## src/rtl/usb_evlog_pkg.sv

```systemverilog
// Shared types and constants for usb_event_logger: FSM states, ASCII codes, line lengths.
// Optional timestamp support is enabled by USB_EVLOG_TIMESTAMP_EN (see usb_event_logger).
package usb_evlog_pkg;

  typedef enum logic [1:0] {IDLE, SEND, WAIT} evlog_state_t;

  localparam logic [7:0] ASCII_E  = 8'h45;
  localparam logic [7:0] ASCII_SP = 8'h20;
  localparam logic [7:0] ASCII_CR = 8'h0D;
  localparam logic [7:0] ASCII_LF = 8'h0A;

  localparam int unsigned LINE_LEN_BASE = 5;
  localparam int unsigned LINE_LEN_TS   = 10;

  function automatic logic [7:0] hex_to_ascii(input logic [3:0] nib);
    if (nib < 4'd10) return 8'h30 + {4'h0, nib};
    else             return 8'h37 + {4'h0, nib};
  endfunction

endpackage

```

## src/rtl/usb_evlog_fifo.sv

```systemverilog
// Synchronous show-ahead FIFO; a push is accepted when full if a pop happens in the same cycle.
module usb_evlog_fifo
  import usb_evlog_pkg::*;
#(
  parameter int unsigned W     = 8,
  parameter int unsigned DEPTH = 16
) (
  input  logic         i_clk,
  input  logic         i_rst_n,
  input  logic         i_push,
  input  logic [W-1:0] i_wdata,
  input  logic         i_pop,
  output logic [W-1:0] o_rdata,
  output logic         o_full,
  output logic         o_empty
);

  localparam int unsigned AW = $clog2(DEPTH);

  logic [W-1:0] r_mem [DEPTH];
  logic [AW:0]  r_wr;
  logic [AW:0]  r_rd;
  logic         w_do_push;
  logic         w_do_pop;

  assign o_empty   = (r_wr == r_rd);
  assign o_full    = (r_wr[AW] != r_rd[AW]) && (r_wr[AW-1:0] == r_rd[AW-1:0]);
  assign w_do_pop  = i_pop && !o_empty;
  assign w_do_push = i_push && (!o_full || w_do_pop);
  assign o_rdata   = r_mem[r_rd[AW-1:0]];

  always_ff @(posedge i_clk) begin
    if (w_do_push) r_mem[r_wr[AW-1:0]] <= i_wdata;
  end

  always_ff @(posedge i_clk) begin
    if (!i_rst_n) begin
      r_wr <= '0;
      r_rd <= '0;
    end else begin
      if (w_do_push) r_wr <= r_wr + 1'b1;
      if (w_do_pop)  r_rd <= r_rd + 1'b1;
    end
  end

endmodule

```

## src/rtl/usb_event_logger.sv

```systemverilog
// Captures USB event strobes per channel, queues {chan, ep} and streams ASCII lines to uart_tx.
// Define USB_EVLOG_TIMESTAMP_EN to append a 16-bit microsecond timestamp to every line.
module usb_event_logger
  import usb_evlog_pkg::*;
#(
  parameter int unsigned NCHAN = 8,
  parameter int unsigned DEPTH = 16,
  parameter int unsigned EP_W  = 4
) (
  input  logic             clk48,
  input  logic             rst_n,
  input  logic [NCHAN-1:0] ev,
  input  logic [EP_W-1:0]  endpoint,
  output logic [7:0]       q,
  output logic             dv,
  input  logic             done,
  output logic             overflow,
  output logic [7:0]       lost_cnt,
  output logic             fifo_empty
);

`ifdef USB_EVLOG_TIMESTAMP_EN
  localparam int unsigned ENTRY_W  = 4 + EP_W + 16;
  localparam int unsigned LINE_LEN = LINE_LEN_TS;
`else
  localparam int unsigned ENTRY_W  = 4 + EP_W;
  localparam int unsigned LINE_LEN = LINE_LEN_BASE;
`endif

  logic [NCHAN-1:0]   r_pending;
  logic [EP_W-1:0]    r_ep [NCHAN];
  logic               w_found;
  logic [3:0]         w_sel;
  logic [EP_W-1:0]    w_sel_ep;
  logic [NCHAN-1:0]   w_clr;
  logic [NCHAN-1:0]   w_lost;
  logic [4:0]         w_lost_n;
  logic [8:0]         w_lost_sum;
  logic               w_push;
  logic               w_pop;
  logic               w_full;
  logic               w_empty;
  logic [ENTRY_W-1:0] w_wdata;
  logic [ENTRY_W-1:0] w_rdata;
  logic [ENTRY_W-1:0] r_line;
  evlog_state_t       r_state;
  logic [3:0]         r_idx;
  logic [7:0]         r_q;
  logic               r_dv;
  logic               r_overflow;
  logic [7:0]         r_lost_cnt;

`ifdef USB_EVLOG_TIMESTAMP_EN
  logic [5:0]  r_presc;
  logic [15:0] r_usec;

  always_ff @(posedge clk48) begin
    if (!rst_n) begin
      r_presc <= '0;
      r_usec  <= '0;
    end else if (r_presc == 6'd47) begin
      r_presc <= '0;
      r_usec  <= r_usec + 16'd1;
    end else begin
      r_presc <= r_presc + 6'd1;
    end
  end

  assign w_wdata = {w_sel, w_sel_ep, r_usec};
`else
  assign w_wdata = {w_sel, w_sel_ep};
`endif

  function automatic logic [7:0] line_byte(input logic [ENTRY_W-1:0] e, input logic [3:0] i);
    logic [3:0] chan;
    logic [3:0] ep;
    chan = e[ENTRY_W-1 -: 4];
    ep   = e[ENTRY_W-5 -: 4];
    case (i)
      4'd0:    return ASCII_E;
      4'd1:    return hex_to_ascii(chan);
      4'd2:    return hex_to_ascii(ep);
`ifdef USB_EVLOG_TIMESTAMP_EN
      4'd3:    return ASCII_SP;
      4'd4:    return hex_to_ascii(e[15:12]);
      4'd5:    return hex_to_ascii(e[11:8]);
      4'd6:    return hex_to_ascii(e[7:4]);
      4'd7:    return hex_to_ascii(e[3:0]);
      4'd8:    return ASCII_CR;
`else
      4'd3:    return ASCII_CR;
`endif
      default: return ASCII_LF;
    endcase
  endfunction

  always_comb begin
    w_found  = 1'b0;
    w_sel    = '0;
    w_sel_ep = '0;
    for (int unsigned i = 0; i < NCHAN; i++) begin
      if (r_pending[i] && !w_found) begin
        w_found  = 1'b1;
        w_sel    = 4'(i);
        w_sel_ep = r_ep[i];
      end
    end
  end

  assign w_pop  = (r_state == IDLE) && !w_empty;
  assign w_push = w_found && (!w_full || w_pop);

  // A strobe landing on the cycle its pending bit drains re-arms the channel rather than being lost.
  always_comb begin
    w_clr    = '0;
    w_lost   = '0;
    w_lost_n = '0;
    for (int unsigned i = 0; i < NCHAN; i++) begin
      w_clr[i]  = w_push && (w_sel == 4'(i));
      w_lost[i] = ev[i] && r_pending[i] && !w_clr[i];
      w_lost_n  = w_lost_n + 5'(w_lost[i]);
    end
    w_lost_sum = {1'b0, r_lost_cnt} + {4'b0, w_lost_n};
  end

  always_ff @(posedge clk48) begin
    if (!rst_n) begin
      r_pending  <= '0;
      r_overflow <= 1'b0;
      r_lost_cnt <= '0;
    end else begin
      for (int unsigned i = 0; i < NCHAN; i++) begin
        if (ev[i] && (!r_pending[i] || w_clr[i])) begin
          r_pending[i] <= 1'b1;
          r_ep[i]      <= endpoint;
        end else if (w_clr[i]) begin
          r_pending[i] <= 1'b0;
        end
      end
      if (|w_lost) begin
        r_overflow <= 1'b1;
        r_lost_cnt <= w_lost_sum[8] ? 8'hFF : w_lost_sum[7:0];
      end
    end
  end

  usb_evlog_fifo #(
    .W     (ENTRY_W),
    .DEPTH (DEPTH)
  ) u_fifo (
    .i_clk   (clk48),
    .i_rst_n (rst_n),
    .i_push  (w_push),
    .i_wdata (w_wdata),
    .i_pop   (w_pop),
    .o_rdata (w_rdata),
    .o_full  (w_full),
    .o_empty (w_empty)
  );

  // q/dv are loaded on the transition into SEND, so dv is high exactly while in SEND.
  always_ff @(posedge clk48) begin
    if (!rst_n) begin
      r_state <= IDLE;
      r_idx   <= '0;
      r_q     <= '0;
      r_dv    <= 1'b0;
      r_line  <= '0;
    end else begin
      r_dv <= 1'b0;
      case (r_state)
        IDLE: if (!w_empty) begin
          r_line  <= w_rdata;
          r_idx   <= '0;
          r_q     <= line_byte(w_rdata, 4'd0);
          r_dv    <= 1'b1;
          r_state <= SEND;
        end
        SEND: r_state <= WAIT;
        WAIT: if (done) begin
          if (r_idx == 4'(LINE_LEN - 1)) begin
            r_state <= IDLE;
          end else begin
            r_idx   <= r_idx + 4'd1;
            r_q     <= line_byte(r_line, r_idx + 4'd1);
            r_dv    <= 1'b1;
            r_state <= SEND;
          end
        end
        default: r_state <= IDLE;
      endcase
    end
  end

  assign q          = r_q;
  assign dv         = r_dv;
  assign overflow   = r_overflow;
  assign lost_cnt   = r_lost_cnt;
  assign fifo_empty = w_empty;

endmodule

```

## config.mk

```make
export PLATFORM = sky130hd
export DESIGN_NAME = usb_event_logger
export DESIGN_NICKNAME = d
export VERILOG_FILES = /design/src/rtl/usb_evlog_pkg.sv /design/src/rtl/usb_evlog_fifo.sv /design/src/rtl/usb_event_logger.sv
export SDC_FILE = /design/constraint.sdc
export NUM_CORES = 1
export LEC_CHECK = 0
export ABC_AREA = 1
export BUFFER_PORTS_ARGS = -buffer_cell sky130_fd_sc_hd__buf_2
export CAP_MARGIN = 20
export CORE_ASPECT_RATIO = 2
export CORE_UTILIZATION = 59
export CTS_CLUSTER_DIAMETER = 40
export DETAILED_ROUTE_END_ITERATION = 10
export GPL_TIMING_DRIVEN = 0
export PLACE_DENSITY_LB_ADDON = 0.05
export REMOVE_ABC_BUFFERS = 1
export SLEW_MARGIN = 25
export SYNTH_ARGS = -nofsm -noshare
export SYNTH_HDL_FRONTEND = slang
export SYNTH_SLANG_ARGS = --single-unit
```

## constraint.sdc

```tcl
create_clock -name clk48 -period 5.25 [get_ports clk48]
set_input_delay 0.525 -clock clk48 [delete_from_list [all_inputs] [get_ports clk48]]
set_output_delay 0.525 -clock clk48 [all_outputs]
set_load 0.01 [all_outputs]
```

Yosys cells after proc, flatten, opt, wreduce, memory -nomap -nowiden
Memories as Yosys holds them, arrays and structs flattened. A register that Yosys moved wholly into a read port is not among the register bits.
Index checks and enable logic that the tools add are counted.
{"block": "classes", "n_addsub": 15, "n_bitwise": 1, "n_eq_ne": 19, "mux": 85, "reduce_logical": 96, "n_lt_le_gt_ge": 2}
{"op": "4-bit two-way mux", "n": 17}
{"op": "1-bit two-way mux", "n": 55}
{"op": "1-bit logical AND", "n": 44}
{"op": "8-bit two-way mux", "n": 4}
{"op": "6-bit by 4-bit adder with 7-bit output (first input constant)", "n": 4}
{"op": "7-bit case mux with 4 select lines", "n": 1}
{"op": "1-bit logical NOT", "n": 26}
{"op": "4-bit by 3-bit equality test with 1-bit output (second input constant)", "n": 5}
{"op": "2-bit nonzero test", "n": 9}
{"op": "4-bit by 2-bit equality test with 1-bit output (second input constant)", "n": 4}
{"op": "8-bit case mux with 2 select lines", "n": 1}
{"op": "5-bit by 1-bit adder with 5-bit output", "n": 3}
{"op": "7-bit two-way mux", "n": 2}
{"op": "5-bit by 1-bit adder with 5-bit output (second input constant)", "n": 2}
{"op": "1-bit logical OR", "n": 10}
{"op": "8-bit by 5-bit adder with 9-bit output", "n": 1}
{"op": "4-bit by 1-bit equality test with 1-bit output (second input constant)", "n": 2}
{"op": "4-bit logical NOT", "n": 2}
{"op": "4-bit less-than comparator (second input constant)", "n": 2}
{"op": "4-bit case mux with 2 select lines", "n": 1}
{"op": "8-bit OR reduction", "n": 1}
{"op": "2-bit != test (second input constant)", "n": 3}
{"op": "2-bit case mux with 3 select lines", "n": 1}
{"op": "4-bit by 1-bit adder with 5-bit output", "n": 1}
{"op": "other kinds (15)", "n": 17}
{"block": "totals", "input_bits": 15, "mem_bits_rw": 160, "reg_bits": 42, "memories": 2}
{"memory": "u_fifo.r_mem", "depth": 16, "word_bits": 8, "rd": 1, "rd_ports_with_merged_regs": 1, "write_ports": 1, "line": "usb_evlog_fifo.sv:20", "source": "logic [W-1:0] r_mem [DEPTH];"}
{"memory": "r_ep", "depth": 8, "word_bits": 4, "rd": 8, "rd_ports_with_merged_regs": 0, "write_ports": 8, "line": "usb_event_logger.sv:31", "source": "logic [EP_W-1:0] r_ep [NCHAN];"}

Longest topological paths before layout
{"block": "logic_depth", "ltp_word": 35, "ltp_mapped": 27, "ltp_nobuf": 27}

Modules after synthesis
From an unflattened synthesis, not the netlist that was laid out.
{"block": "unflattened", "hier_cells": 949, "hier_area_um2": 9660.5}
{"module": "usb_evlog_fifo", "cells_each": 492, "area_per_inst_um2": 5841.9, "n_inst": 1, "seq_area_each_um2": 4124.0}
{"module": "usb_event_logger", "cells_each": 457, "area_per_inst_um2": 3818.7, "n_inst": 1, "seq_area_each_um2": 1741.7}

Worst setup path before layout
No wires, ideal clock.
{"block": "synth_path", "path_type": "register to register", "start": "reg r_pending[0]", "end": "reg r_lost_cnt[0] (netlist: lost_cnt[0])", "setup_ns": 0.113, "stages_incl_launch_ff": 21, "required_ns": 5.137, "path_slack_ns": 0.515, "period_less_slack_ns": 4.735, "arrival_ns": 4.623, "cell_sequence": "dfxtp_1 > buf_6 > nor2_8 > nand2_1 > a41oi_1 > nor2_2 > nand2_4 > nand2_4 > inv_1 > fa_1 > inv_1 > fa_1 > inv_1 > fa_1 > fa_1 > fa_1 > a31oi_1 > nor4_1 > or2_2 > nor2_1 > nor2_1"}
{"block": "synth_between", "elab_chain_len": 35}
{"element": "start, declared", "line": "usb_event_logger.sv:30", "source": "logic [NCHAN-1:0] r_pending;"}
{"element": "start signal, assigned", "line": "usb_event_logger.sv:128", "source": "r_pending <= '0;"}
{"element": "start signal, assigned by index", "line": "usb_event_logger.sv:134", "source": "r_pending[i] <= 1'b1;"}
{"element": "start signal, assigned by index", "line": "usb_event_logger.sv:137", "source": "r_pending[i] <= 1'b0;"}
{"element": "1-bit two-way mux *", "line": "usb_event_logger.sv:102", "source": "if (r_pending[i] && !w_found) begin"}
{"element": "1-bit logical NOT", "line": "usb_event_logger.sv:102"}
{"element": "1-bit logical AND", "line": "usb_event_logger.sv:102"}
{"element": "1-bit two-way mux *", "line": "usb_event_logger.sv:102"}
{"element": "1-bit logical NOT", "line": "usb_event_logger.sv:102"}
{"element": "1-bit logical AND", "line": "usb_event_logger.sv:102"}
{"element": "1-bit two-way mux *", "line": "usb_event_logger.sv:102"}
{"element": "1-bit logical NOT", "line": "usb_event_logger.sv:102"}
{"element": "[14 not listed]"}
{"element": "via u_fifo.i_wdata[6]", "line": "usb_evlog_fifo.sv:11", "source": "input logic [W-1:0] i_wdata,"}
{"element": "[3 not listed]"}
{"element": "1-bit logical AND", "line": "usb_event_logger.sv:120", "source": "w_lost[i] = ev[i] && r_pending[i] && !w_clr[i];"}
{"element": "1-bit by 1-bit adder with 2-bit output", "line": "usb_event_logger.sv:121", "source": "w_lost_n = w_lost_n + 5'(w_lost[i]);"}
{"element": "2-bit by 1-bit adder with 3-bit output", "line": "usb_event_logger.sv:121"}
{"element": "3-bit by 1-bit adder with 4-bit output", "line": "usb_event_logger.sv:121"}
{"element": "4-bit by 1-bit adder with 5-bit output", "line": "usb_event_logger.sv:121"}
{"element": "5-bit by 1-bit adder with 5-bit output (3 in a row)", "line": "usb_event_logger.sv:121"}
{"element": "8-bit by 5-bit adder with 9-bit output", "line": "usb_event_logger.sv:123", "source": "w_lost_sum = {1'b0, r_lost_cnt} + {4'b0, w_lost_n};"}
{"element": "8-bit two-way mux", "line": "usb_event_logger.sv:142", "source": "r_lost_cnt <= w_lost_sum[8] ? 8'hFF : w_lost_sum[7:0];"}
{"element": "end signal, assigned", "line": "usb_event_logger.sv:142"}
{"element": "end, declared", "line": "usb_event_logger.sv:51", "source": "logic [7:0] r_lost_cnt;"}
Mark *: on every way through the listed nets, which the timed path passes. The rest lies on a longest branch.
A chain may end at the register's enable or synchronous reset.

Worst setup path after layout
{"block": "layout_path", "start": "reg u_fifo.r_rd[0]", "end": "reg r_lost_cnt[1] (netlist: lost_cnt[1])"}
{"block": "layout_between", "elab_chain_len": 17}
{"element": "start, declared", "line": "usb_evlog_fifo.sv:22", "source": "logic [AW:0] r_rd;"}
{"element": "start signal, assigned", "line": "usb_evlog_fifo.sv:42", "source": "if (w_do_pop) r_rd <= r_rd + 1'b1;"}
{"element": "5-bit equality test / 4-bit equality test (equally long branches)", "line": "usb_evlog_fifo.sv:26, usb_evlog_fifo.sv:27"}
{"element": "1-bit logical NOT / 1-bit logical AND (equally long branches)", "line": "usb_event_logger.sv:110, usb_evlog_fifo.sv:27"}
{"element": "1-bit logical AND / 1-bit logical NOT (equally long branches)", "line": "usb_event_logger.sv:110, usb_event_logger.sv:111"}
{"element": "1-bit logical OR *", "line": "usb_event_logger.sv:111", "source": "assign w_push = w_found && (!w_full || w_pop);"}
{"element": "1-bit logical AND *", "line": "usb_event_logger.sv:111"}
{"element": "1-bit logical AND", "line": "usb_event_logger.sv:119", "source": "w_clr[i] = w_push && (w_sel == 4'(i));"}
{"element": "1-bit logical NOT", "line": "usb_event_logger.sv:120"}
{"element": "1-bit logical AND", "line": "usb_event_logger.sv:120"}
{"element": "1-bit by 1-bit adder with 2-bit output", "line": "usb_event_logger.sv:121"}
{"element": "2-bit by 1-bit adder with 3-bit output", "line": "usb_event_logger.sv:121"}
{"element": "3-bit by 1-bit adder with 4-bit output", "line": "usb_event_logger.sv:121"}
{"element": "4-bit by 1-bit adder with 5-bit output", "line": "usb_event_logger.sv:121"}
{"element": "5-bit by 1-bit adder with 5-bit output (3 in a row)", "line": "usb_event_logger.sv:121"}
{"element": "8-bit by 5-bit adder with 9-bit output", "line": "usb_event_logger.sv:123"}
{"element": "8-bit two-way mux", "line": "usb_event_logger.sv:142"}
Mark *: on every way between the ends. The rest lies on a longest branch, timed or not.

==> results_dict.tcl <==
set metrics [dict create \
    cts_tree "done" \
    synth_edf_count 144 \
    synthesis.area_mm2 0.00866 \
    grt_max_degree 59 \
    crit_arrival_ns 5.29 \
    min_period_over_period 0.944 \
    overflow 0 \
    viasPerCell 5.74 \
    p_leak_nw 3.79 \
    hold_path_end "r_ep[0][6]" \
    hp-start "endpoint[2]" \
    seqPwrFrac 0.426 \
    fin_setup_tns_ns 0 \
    r2r_start "u_fifo.r_rd[0]" \
    gp_congestion 0.879 \
    r2r-end "lost_cnt[1]" \
    powerDensity_mw_per_mm2 467 \
    antenna_found_initial 0 \
    hpwl_um 13400 \
    end_kind "flip-flop" \
    numCtsBuffers 17 \
    outcome "finished, final reports clean" \
    dr.pass1.iters 5 \
    design_area_mm2 0.00973 \
    port_buffers 32 \
    placed_cell_area_mm2 0.00898 \
    ir_drop_uv 284 \
    layout_min_cycle_time_ns 4.96 \
    rsz0062_at_grt "false" \
    synth_area_leader_cell "edfxtp_1" \
    wl_per_cell_um 18.8 \
    regToRegSetupSlack_ns 0.29 \
    setup_viol 0 \
    synth_common_cells "edfxtp_1 (144), nand2_1 (125), nor2_1 (121), o21ai_0 (83), inv_1 (67)" \
    cts.clk_slew.worst_paths_ns 0.07 \
    core_mm2 0.0144 \
    cts_sinks 192 \
    drc 0 \
    critical_path.most_common_cell "fa_1" \
    cp_slowest_cell "fa_1" \
    drt_iter0_drc 594 \
    die_y_um 173 \
    hold_viol 0 \
    p_sw_mw 1.60 \
    grt_usage 0.274 \
    max_clock_freq_ghz 0.202 \
    cap_violations 0 \
    switching_share 0.352 \
    fin_nets 890 \
    synth_cells 822 \
    synth-seq-area-share 0.610 \
    postRouteAntennaNets 0 \
    dieArea_mm2 0.0152 \
    synth.area.top_cells "edfxtp_1 (50%), dfxtp_1 (11%), nand2_1 (5.4%)" \
    comb_power_share 0.296 \
    layout-drive-gt1-share 0.157 \
    holdPathStages 1 \
    root_buffer "clkbuf_16" \
    n_antenna_cell 0 \
    clk_path_buf_depth 2 \
    ff2ff_path_depth 23 \
    required_ns 5.58 \
    hold_class "in -> reg" \
    wl_um 19800 \
    post-synth-top-count-cell "edfxtp_1" \
    final_max_slew_viol_count 0 \
    whs_ns 0.357 \
    fin_worst_skew_ns 0.00895 \
    rows 62 \
    startpoint "u_fifo.r_rd[0]" \
    path_cells "buf_12 > clkinv_16 > nand2_1 > nand2_1 > nor2_2 > nand3_4 > nand2_4 > nor2_2 > nand2_4 > nand2_4 > inv_1 > fa_1 > inv_1 > fa_1 > inv_1 > fa_1 > fa_1 > fa_1 > a31oi_4 > nor4_2 > or2_2 > nor2_1 > nor2_1" \
    start_kind "flip-flop" \
    syn_avg_cell_area_um2 10.5 \
    clock_latency_ns 0.44 \
    async_flop_share 0 \
    grt_pass1_wl_um 30200 \
    tightest_slew_ns 0.902 \
    start_util 0.604 \
    clkPwrFrac 0.278 \
    synthDistinctLibCells 46 \
    chipWidth_um 87.7 \
    vias 6063 \
    first_global_vias 6008 \
    synth_top_area_frac 0.499 \
    ios 34 \
    synthFlopType "edfxtp_1" \
    cp_max_fo 58 \
    p_int_mw 2.94 \
    h-tree-depth 4 \
    max_stage_delay_ns 0.53 \
    ys_warn_count 0 \
    synthToLayoutAreaGrowth_pct 12.3 \
    critPathKind "reg -> reg" \
    slew_headroom 0.398 \
    synth-seq-cells 192 \
]
==> how the worst max path moves through the flow <==
| stage | slack (ns) | endpoint |
|---|---|---|
| after floorplan | -0.50 | lost_cnt[0] |
| after global placement | -1.87 | lost_cnt[1] |
| after detailed placement | -0.67 | lost_cnt[1] |
| after CTS | 0.02 | lost_cnt[1] |
| after global routing | 0.008 | lost_cnt[1] |
| final | 0.29 | lost_cnt[1] |
==> power groups by stage <==
stage / clock [mW] / sequential [mW] / combinational (mW)
floorplan: 0 / 1.98 / 0.751
global placement: 0 / 2.02 / 1.11
detailed placement: 0 / 1.99 / 1.20
CTS: 1.27 / 1.96 / 1.23
global route: 1.31 / 1.95 / 1.48
finish: 1.26 / 1.93 / 1.35
==> kinds of logic after synthesis <==
kind of cell             count (synthesis)  share of synthesized area
AND/OR/NAND/NOR                        324                      0.184
flip-flops                             192                      0.610
AO/OA/AOI/OAI                          173                      0.117
buffers and inverters                  105                     0.0479
adder cells (fa/ha/maj)                 23                     0.0375
XOR/XNOR                                 4                    0.00404
other                                    1                   0.000433
==> cell usage in the layout, fill, tap and decap left out, drive strengths merged, types with 2 or more instances in the layout <==
cell type | synthesis | layout
o21ai | 84 | 84
o211ai | 4 | 4
o22ai | 16 | 16
inv | 73 | 74
nand3 | 30 | 30
clkinvlp | 0 | 6
clkinv | 2 | 7
a221oi | 8 | 8
xnor2 | 2 | 2
dfxtp | 48 | 48
buf | 4 | 39
or2 | 4 | 4
nor2 | 133 | 133
a31oi | 2 | 2
nor4 | 2 | 2
nand4 | 12 | 12
edfxtp | 144 | 144
fa | 5 | 5
xor2 | 2 | 2
a21oi | 39 | 39
clkbuf | 26 | 21
nand3b | 3 | 3
nand2 | 140 | 140
o221ai | 12 | 12
ha | 18 | 18
a41oi | 3 | 3
==> flip-flops by register name, indices dropped and copies added (netlist names) <==
register / flops
r_state: 2
q: 7
r_ep: 32
overflow: 1
r_pending: 8
u_fifo.r_wr: 5
dv: 1
u_fifo.r_mem: 112
r_line: 7
r_idx: 4
lost_cnt: 8
u_fifo.r_rd: 5
==> critical path, delay by kind of cell, from the launching register on <==
family                     cells  cell delay [ns]
adders and majority gates      5             2.49
and+or+nand+nor               12             1.25
buffers and inverters          5             0.47
DFF                            1             0.36
AOI/OAI and AO/OA              1             0.23
==> metrics by stage <==
stage	instances	power, mW	setup WS, ns	util
global route	1057	4.75	0.00779	0.678
finish	1057	4.54	0.293	0.678
detailed placement	1018	3.19	-0.675	0.626
floorplan	792	2.73	-0.505	-
CTS	1052	4.46	0.0236	0.670
global placement	1016	3.13	-1.87	0.623
==> layout make-up <==
type                    instances  area (um^2)
inverters                      75          320
fillers                      1119         4620
flip-flops and latches        192         5300
well taps                     192          240
repair buffers                 40          258
repair inverters                1         5.00
multi-input cells             525         3020
clock inverters                12          128
clock buffers                  20          457
==> per-layer routing <==
| layer | part of all wire | track usage | vias up |
|---|---|---|---|
| li1 | - | - | 2914 |
| met1 | 0.34 | 0.265 | 2914 |
| met2 | 0.57 | 0.522 | 180 |
| met3 | 0.039 | 0.0486 | 55 |
| met4 | 0.050 | 0.150 | 0 |
| met5 | 0 | 0 | - |
==> what timing repair did <==
item,4_1_cts,5_1_grt
pin swaps,0,1
cloned,1,1
setup endpoints to repair,8,8
gates resized for setup,11,12
hold buffers,0,0
endpoints found under the hold margin,0,0
buffers inserted,1,4
Power figures use the tool's default switching activity.
